`src/rtl/divide_seq_if.sv`:
```
// rtl/divide_seq_if.sv - request/result bundle between a divide_seq requester and the divider
interface divide_seq_if #(
    parameter int DIVIDEND_W = 4,
    parameter int DIVISOR_W  = 2
);
    logic                  start;
    logic [DIVIDEND_W-1:0] dividend;
    logic [DIVISOR_W-1:0]  divisor;
    logic                  busy;
    logic                  done;
    logic [DIVIDEND_W-1:0] quotient;
    logic [DIVISOR_W-1:0]  remainder;
    logic                  div_by_zero;

    modport master (
        output start, dividend, divisor,
        input  busy, done, quotient, remainder, div_by_zero
    );

    modport slave (
        input  start, dividend, divisor,
        output busy, done, quotient, remainder, div_by_zero
    );
endinterface

```
`src/rtl/divide_seq.sv`:
```
// rtl/divide_seq.sv - sequential restoring divider, one quotient bit per clock (option: DIVIDER_ZERO_CHECK_EN)
module divide_seq #(
    parameter int DIVIDEND_W = 4,
    parameter int DIVISOR_W  = 2
) (
    input  logic          clk,
    input  logic          rst,
    divide_seq_if.slave   bus
);
    localparam int CNT_W = $clog2(DIVIDEND_W + 1);

    typedef enum logic [1:0] {
        IDLE = 2'd0,
        CALC = 2'd1,
        DONE = 2'd2
    } state_t;

    state_t                state_q, state_d;
    logic [DIVIDEND_W-1:0] q_q, q_d;
    logic [DIVISOR_W-1:0]  d_q, d_d;
    // The partial remainder is always < divisor after each step, so its top
    // bit is always zero between iterations; only the shifted value needs it.
    logic [DIVISOR_W-1:0]  r_q, r_d;
    logic [CNT_W-1:0]      cnt_q, cnt_d;
    logic [DIVIDEND_W-1:0] quotient_q, quotient_d;
    logic [DIVISOR_W-1:0]  remainder_q, remainder_d;
    logic                  busy_q, busy_d;
    logic                  done_q, done_d;

    logic                  accept;
    logic                  last_iter;
    logic [DIVISOR_W:0]    r_shift;
    logic                  r_ge;
    logic [DIVISOR_W-1:0]  r_next;

    assign accept    = (state_q == IDLE) && bus.start;
    assign last_iter = (cnt_q == CNT_W'(DIVIDEND_W - 1));

    // State, datapath and output registers
    always_ff @(posedge clk) begin
        if (rst) begin
            state_q     <= IDLE;
            q_q         <= '0;
            d_q         <= '0;
            r_q         <= '0;
            cnt_q       <= '0;
            quotient_q  <= '0;
            remainder_q <= '0;
            busy_q      <= 1'b0;
            done_q      <= 1'b0;
        end else begin
            state_q     <= state_d;
            q_q         <= q_d;
            d_q         <= d_d;
            r_q         <= r_d;
            cnt_q       <= cnt_d;
            quotient_q  <= quotient_d;
            remainder_q <= remainder_d;
            busy_q      <= busy_d;
            done_q      <= done_d;
        end
    end

    // Next-state logic
    always_comb begin
        state_d = state_q;
        case (state_q)
            IDLE: begin
                if (bus.start) begin
`ifdef DIVIDER_ZERO_CHECK_EN
                    state_d = (bus.divisor == '0) ? DONE : CALC;
`else
                    state_d = CALC;
`endif
                end
            end
            CALC:    if (last_iter) state_d = DONE;
            DONE:    state_d = IDLE;
            default: state_d = IDLE;
        endcase
    end

    // One restoring step: shift in the next dividend bit, subtract if it fits
    always_comb begin
        r_shift = {r_q, q_q[DIVIDEND_W-1]};
        r_ge    = (r_shift >= {1'b0, d_q});
        // When the subtraction happens the true result is < divisor, so the
        // narrow modular difference is exact.
        r_next  = r_ge ? (r_shift[DIVISOR_W-1:0] - d_q) : r_shift[DIVISOR_W-1:0];
    end

    // Datapath register updates
    always_comb begin
        q_d         = q_q;
        d_d         = d_q;
        r_d         = r_q;
        cnt_d       = cnt_q;
        quotient_d  = quotient_q;
        remainder_d = remainder_q;
        if (accept) begin
            q_d   = bus.dividend;
            d_d   = bus.divisor;
            r_d   = '0;
            cnt_d = '0;
`ifdef DIVIDER_ZERO_CHECK_EN
            if (bus.divisor == '0) begin
                quotient_d  = '1;
                remainder_d = '0;
            end
`endif
        end else if (state_q == CALC) begin
            q_d   = {q_q[DIVIDEND_W-2:0], r_ge};
            r_d   = r_next;
            cnt_d = cnt_q + CNT_W'(1);
            if (last_iter) begin
                quotient_d  = {q_q[DIVIDEND_W-2:0], r_ge};
                remainder_d = r_next;
            end
        end
    end

    // Status outputs are registered from the next state
    always_comb begin
        busy_d = (state_d != IDLE);
        done_d = (state_d == DONE);
    end

`ifdef DIVIDER_ZERO_CHECK_EN
    logic dbz_q, dbz_d;

    // Divide-by-zero flag: set on the fast path, cleared by any normal result
    always_comb begin
        dbz_d = dbz_q;
        if (accept && (bus.divisor == '0)) begin
            dbz_d = 1'b1;
        end else if ((state_q == CALC) && last_iter) begin
            dbz_d = 1'b0;
        end
    end

    // Divide-by-zero flag register
    always_ff @(posedge clk) begin
        if (rst) begin
            dbz_q <= 1'b0;
        end else begin
            dbz_q <= dbz_d;
        end
    end

    assign bus.div_by_zero = dbz_q;
`else
    assign bus.div_by_zero = 1'b0;
`endif

    assign bus.busy      = busy_q;
    assign bus.done      = done_q;
    assign bus.quotient  = quotient_q;
    assign bus.remainder = remainder_q;
endmodule

```
`src/flat_wrapper.sv`:
```
// flat-port wrapper written by rule: the top's interface ports become plain ports
module divide_seq_flat 
#(
    parameter int DIVIDEND_W = 4,
    parameter int DIVISOR_W  = 2
)
  (clk, rst, bus_start, bus_dividend, bus_divisor, bus_busy, bus_done, bus_quotient, bus_remainder, bus_div_by_zero);
  divide_seq_if #(.DIVIDEND_W(DIVIDEND_W), .DIVISOR_W(DIVISOR_W)) bus_i ();
  input  logic clk;
  input  logic rst;
  input wire logic [$bits(bus_i.start)-1:0] bus_start;
  input wire logic [$bits(bus_i.dividend)-1:0] bus_dividend;
  input wire logic [$bits(bus_i.divisor)-1:0] bus_divisor;
  output wire logic [$bits(bus_i.busy)-1:0] bus_busy;
  output wire logic [$bits(bus_i.done)-1:0] bus_done;
  output wire logic [$bits(bus_i.quotient)-1:0] bus_quotient;
  output wire logic [$bits(bus_i.remainder)-1:0] bus_remainder;
  output wire logic [$bits(bus_i.div_by_zero)-1:0] bus_div_by_zero;
  assign bus_i.start = bus_start;
  assign bus_i.dividend = bus_dividend;
  assign bus_i.divisor = bus_divisor;
  assign bus_busy = bus_i.busy;
  assign bus_done = bus_i.done;
  assign bus_quotient = bus_i.quotient;
  assign bus_remainder = bus_i.remainder;
  assign bus_div_by_zero = bus_i.div_by_zero;
  divide_seq #(.DIVIDEND_W(DIVIDEND_W), .DIVISOR_W(DIVISOR_W)) u_core (.clk(clk), .rst(rst), .bus(bus_i));
endmodule
```
`config.mk`:
```
export PLATFORM = sky130hd
export DESIGN_NAME = divide_seq_flat
export DESIGN_NICKNAME = d
export VERILOG_FILES = /design/src/rtl/divide_seq_if.sv /design/src/rtl/divide_seq.sv /design/src/flat_wrapper.sv
export SDC_FILE = /design/constraint.sdc
export NUM_CORES = 1
export LEC_CHECK = 0
export BUFFER_PORTS_ARGS = -buffer_cell sky130_fd_sc_hd__buf_2
export CORE_UTILIZATION = 47
export CTS_CLUSTER_DIAMETER = 50
export CTS_CLUSTER_SIZE = 12
export DETAILED_ROUTE_END_ITERATION = 8
export PLACE_DENSITY_LB_ADDON = 0.15
export REMOVE_ABC_BUFFERS = 1
export SYNTH_ARGS = -nofsm -noshare
export SYNTH_HDL_FRONTEND = slang
export SYNTH_SLANG_ARGS = --single-unit
```
`constraint.sdc`:
```
create_clock -name clk -period 1.28 [get_ports clk]
set_input_delay 0.128 -clock clk [delete_from_list [all_inputs] [get_ports clk]]
set_output_delay 0.128 -clock clk [all_outputs]
set_load 0.01 [all_outputs]
```
==> reports/metrics.yaml <==
synthesis:
  ys_seq_area_frac: 0.467
  async_flop_share: 0
  synth-seq-cells: 21
  synth_cell_types: 26
  yosysTopAreaCell: "dfxtp_1"
  syn_area_um2: 900
  syn_area_per_cell_um2: 9.09
  synth_most_common_cell: "dfxtp_1"
  synth.top_cell.area_share: 0.467
  synth_common_cells: "21 x dfxtp_1, 14 x nand2_1, 13 x nor2_1"
  yosysWarnings: 0
  ys.flop_type: "dfxtp_1"
  syn_inst: 99
  synth_edf_count: 0
  synthTopCellsByArea: "dfxtp_1 47%, nand2_1 5.8%, a21oi_1 5.6%"
layout:
  drive_gt1_frac: 0.441
  nNetsFinal: 141
  diodes: 0
  final_cells: 152
  synthToLayoutAreaGrowth_pct: 36.0
  final.fill_count: 160
  finalInstanceArea_um2: 1220
grt:
  grt_use_total: 0.224
  grt-ovfl-total: 0
  antenna_found_initial: 0
  top_usage_layer: "met2"
  grt_max_degree: 17
  grt_pass1_vias: 756
  met3_usage: 0.0397
  grt_first_pass_wirelength_um: 3260
  grt_use_met1: 0.254
  met2_usage: 0.394
worst_setup_path:
  reg2reg_depth: 7
  worstSetupEndpointType: "register"
  cp_max_fo: 4
  required_ns: 1.48
  slowest_delay_ns: 0.34
  crit_path_top_delay_cell: "dfxtp_2"
  critPathLaunchType: "register"
  cp.buffers_inverters: 2
  path_cells: "inv_2 > ha_4 > or2_4 > buf_6 > a21oi_4 > nand2b_4 > a31oi_1"
  crit_family: "simple AND/OR/NAND/NOR gates"
  setup.worst_path.class: "reg -> reg"
  cp.depth: 7
  crit_arrival_ns: 1.56
pwr:
  p_per_area_nw_per_um2: 1090
  ir_drop_mv: 0.803
  p_total_mw: 1.33
  power.leakage_nw: 0.501
routing:
  route.detailed.drc: 0
  post_drt_wl_per_cell_um: 13.0
  ant_nets: 0
  num_vias: 759
  via_per_inst: 4.99
  first_iter_violations: 6
  dr.pass1.iters: 4
  drt-total-wl_um: 1970
placement:
  port_buffers: 16
  routabilityCongestion: 0.816
  placedCellCount: 146
  dpl_cell_area_um2: 1060
  dpl.hpwl_um: 1310
timing:
  worst_hold_slack_ns: 0.0636
  setup_viol: 6
  fmax_mhz: 737
  hold_viol: 0
  fin_crit_ns: 1.36
  fin_ws_ns: -0.0772
  fin_crit_sh: 1.06
  fin_skew_ns: 0.00619
  rsz0062_at_grt: "yes"
  drv_slew: 0
die:
  core-area_um2: 1760
  rows: 15
  initial_core_util: 0.510
  die_h_um: 45.8
  die_area_um2: 2090
  num_io_pins: 18
  die_x_um: 45.8
cts:
  clkLatencyLatePin_ns: 0.30
  cts_max_level: 1
  cts_buffers: 3
  cts.sinks: 21
  cts.path.max_buffers: 2
  clk_pin_slew_ns: 0.12
  tritoncts: "done"
  cts-root-buf: "clkbuf_4"
run_status:
  violations: "negative setup slack"
  outcome: "finished, violations left"
run:
  cap_violations: 0
hold_path:
  hp-class: "in -> reg"
  min_path_cells: 3
tightest hold or removal path: stages:
cell and delay [ns]:
buf_2 0.08, a21oi_1 0.05, nor2_1 0.07
final cells by class:
type	count	area, um^2	share of cell area
multi-input combinational	69	546	0.446
sequential	21	424	0.347
timing repair buffer	29	181	0.148
tap	25	31.3	0.0256
clock buffer	4	26.3	0.0215
inverter	4	15.0	0.0123
worst paths after layout:
| kind | slack (ns) | to | startpoint |
|---|---|---|---|
| max reg2reg | -0.08 | u_core.q_q[0] | u_core.d_q[1] |
| max | -0.08 | u_core.q_q[0] | u_core.d_q[1] |
| min reg2reg | 0.46 | u_core.bus.quotient[1] | u_core.bus.quotient[1] |
| min | 0.06 | u_core.d_q[1] | bus_divisor[1] |
layout by cell type, fill, tap and decap left out:
cell type | netlist | final
nor2_1 | 13 | 13
and2_4 | 0 | 1
or2_4 | 0 | 1
buf_2 | 0 | 16
nand2b_4 | 0 | 2
nor2_2 | 2 | 2
ha_4 | 0 | 2
a21oi_1 | 10 | 9
clkbuf_1 | 2 | 1
or2_1 | 2 | 1
nor2b_2 | 0 | 1
a22oi_1 | 3 | 3
nand2_1 | 14 | 13
buf_4 | 2 | 12
clkbuf_4 | 0 | 3
a211oi_1 | 3 | 1
ha_1 | 4 | 2
a21oi_4 | 0 | 1
a31oi_1 | 1 | 1
o31ai_4 | 0 | 1
nand2_2 | 0 | 1
buf_6 | 1 | 1
inv_1 | 4 | 3
nor3b_4 | 1 | 1
dfxtp_1 | 21 | 18
inv_2 | 0 | 1
dfxtp_2 | 0 | 3
o21ai_4 | 0 | 1
mux2i_1 | 3 | 3
nor2b_4 | 1 | 1
a211oi_2 | 2 | 4
xnor2_1 | 1 | 1
a2111oi_4 | 0 | 1
nor2b_1 | 2 | 1
conb_1 | 1 | 1
state kept, by name, summed over array words and instances (netlist names):
signal                flops
u_core.state_q            2
u_core.bus.quotient       4
u_core.bus.remainder      2
u_core.bus.done           1
u_core.cnt_q              3
u_core.bus.busy           1
u_core.d_q                2
u_core.r_q                2
u_core.q_q                4
through the flow:
stage | setup TNS (ns) | util | setup WS [ns]
floorplan | -0.281 | - | -0.127
global placement | -0.696 | 0.601 | -0.164
detailed placement | -0.966 | 0.601 | -0.210
CTS | -0.367 | 0.688 | -0.0963
global route | -0.836 | 0.694 | -0.112
finish | -0.279 | 0.694 | -0.0772
kinds of logic (layout without fill, tap and decap cells):
logic type	count (synthesis)	count (layout)	share of synthesized area
and+or+nand+nor	38	38	0.211
AOI/OAI and AO/OA	22	22	0.164
DFF	21	21	0.467
buffers and inverters	9	37	0.0542
adders and majority gates	4	4	0.0556
muxes	3	3	0.0334
other	1	1	0.00417
xor gates and xnor gates	1	1	0.00974
layer usage:
| layer | vias up | wire length, um |
|---|---|---|
| li1 | 392 | - |
| met1 | 346 | 870 |
| met2 | 17 | 1000 |
| met3 | 4 | 66 |
| met4 | 0 | 34 |
| met5 | - | 0 |
report_power, final:
| part | internal, mW | leakage, nW | switching (mW) |
|---|---|---|---|
| Combinational | 0.165 | 0.314 | 0.151 |
| Sequential | 0.682 | 0.172 | 0.0194 |
| Clock | 0.121 | 0.0150 | 0.196 |
| Total | 0.968 | 0.501 | 0.367 |
timing repair:
item | in CTS | in global routing
hold buffers | 0 | 0
endpoints found under the setup margin | 9 | 12
setup buffers | 2 | 1
resized for setup | 24 | 2
pin swaps | 4 | 2
gates cloned | 0 | 0
(Power assumes the default switching activity.)
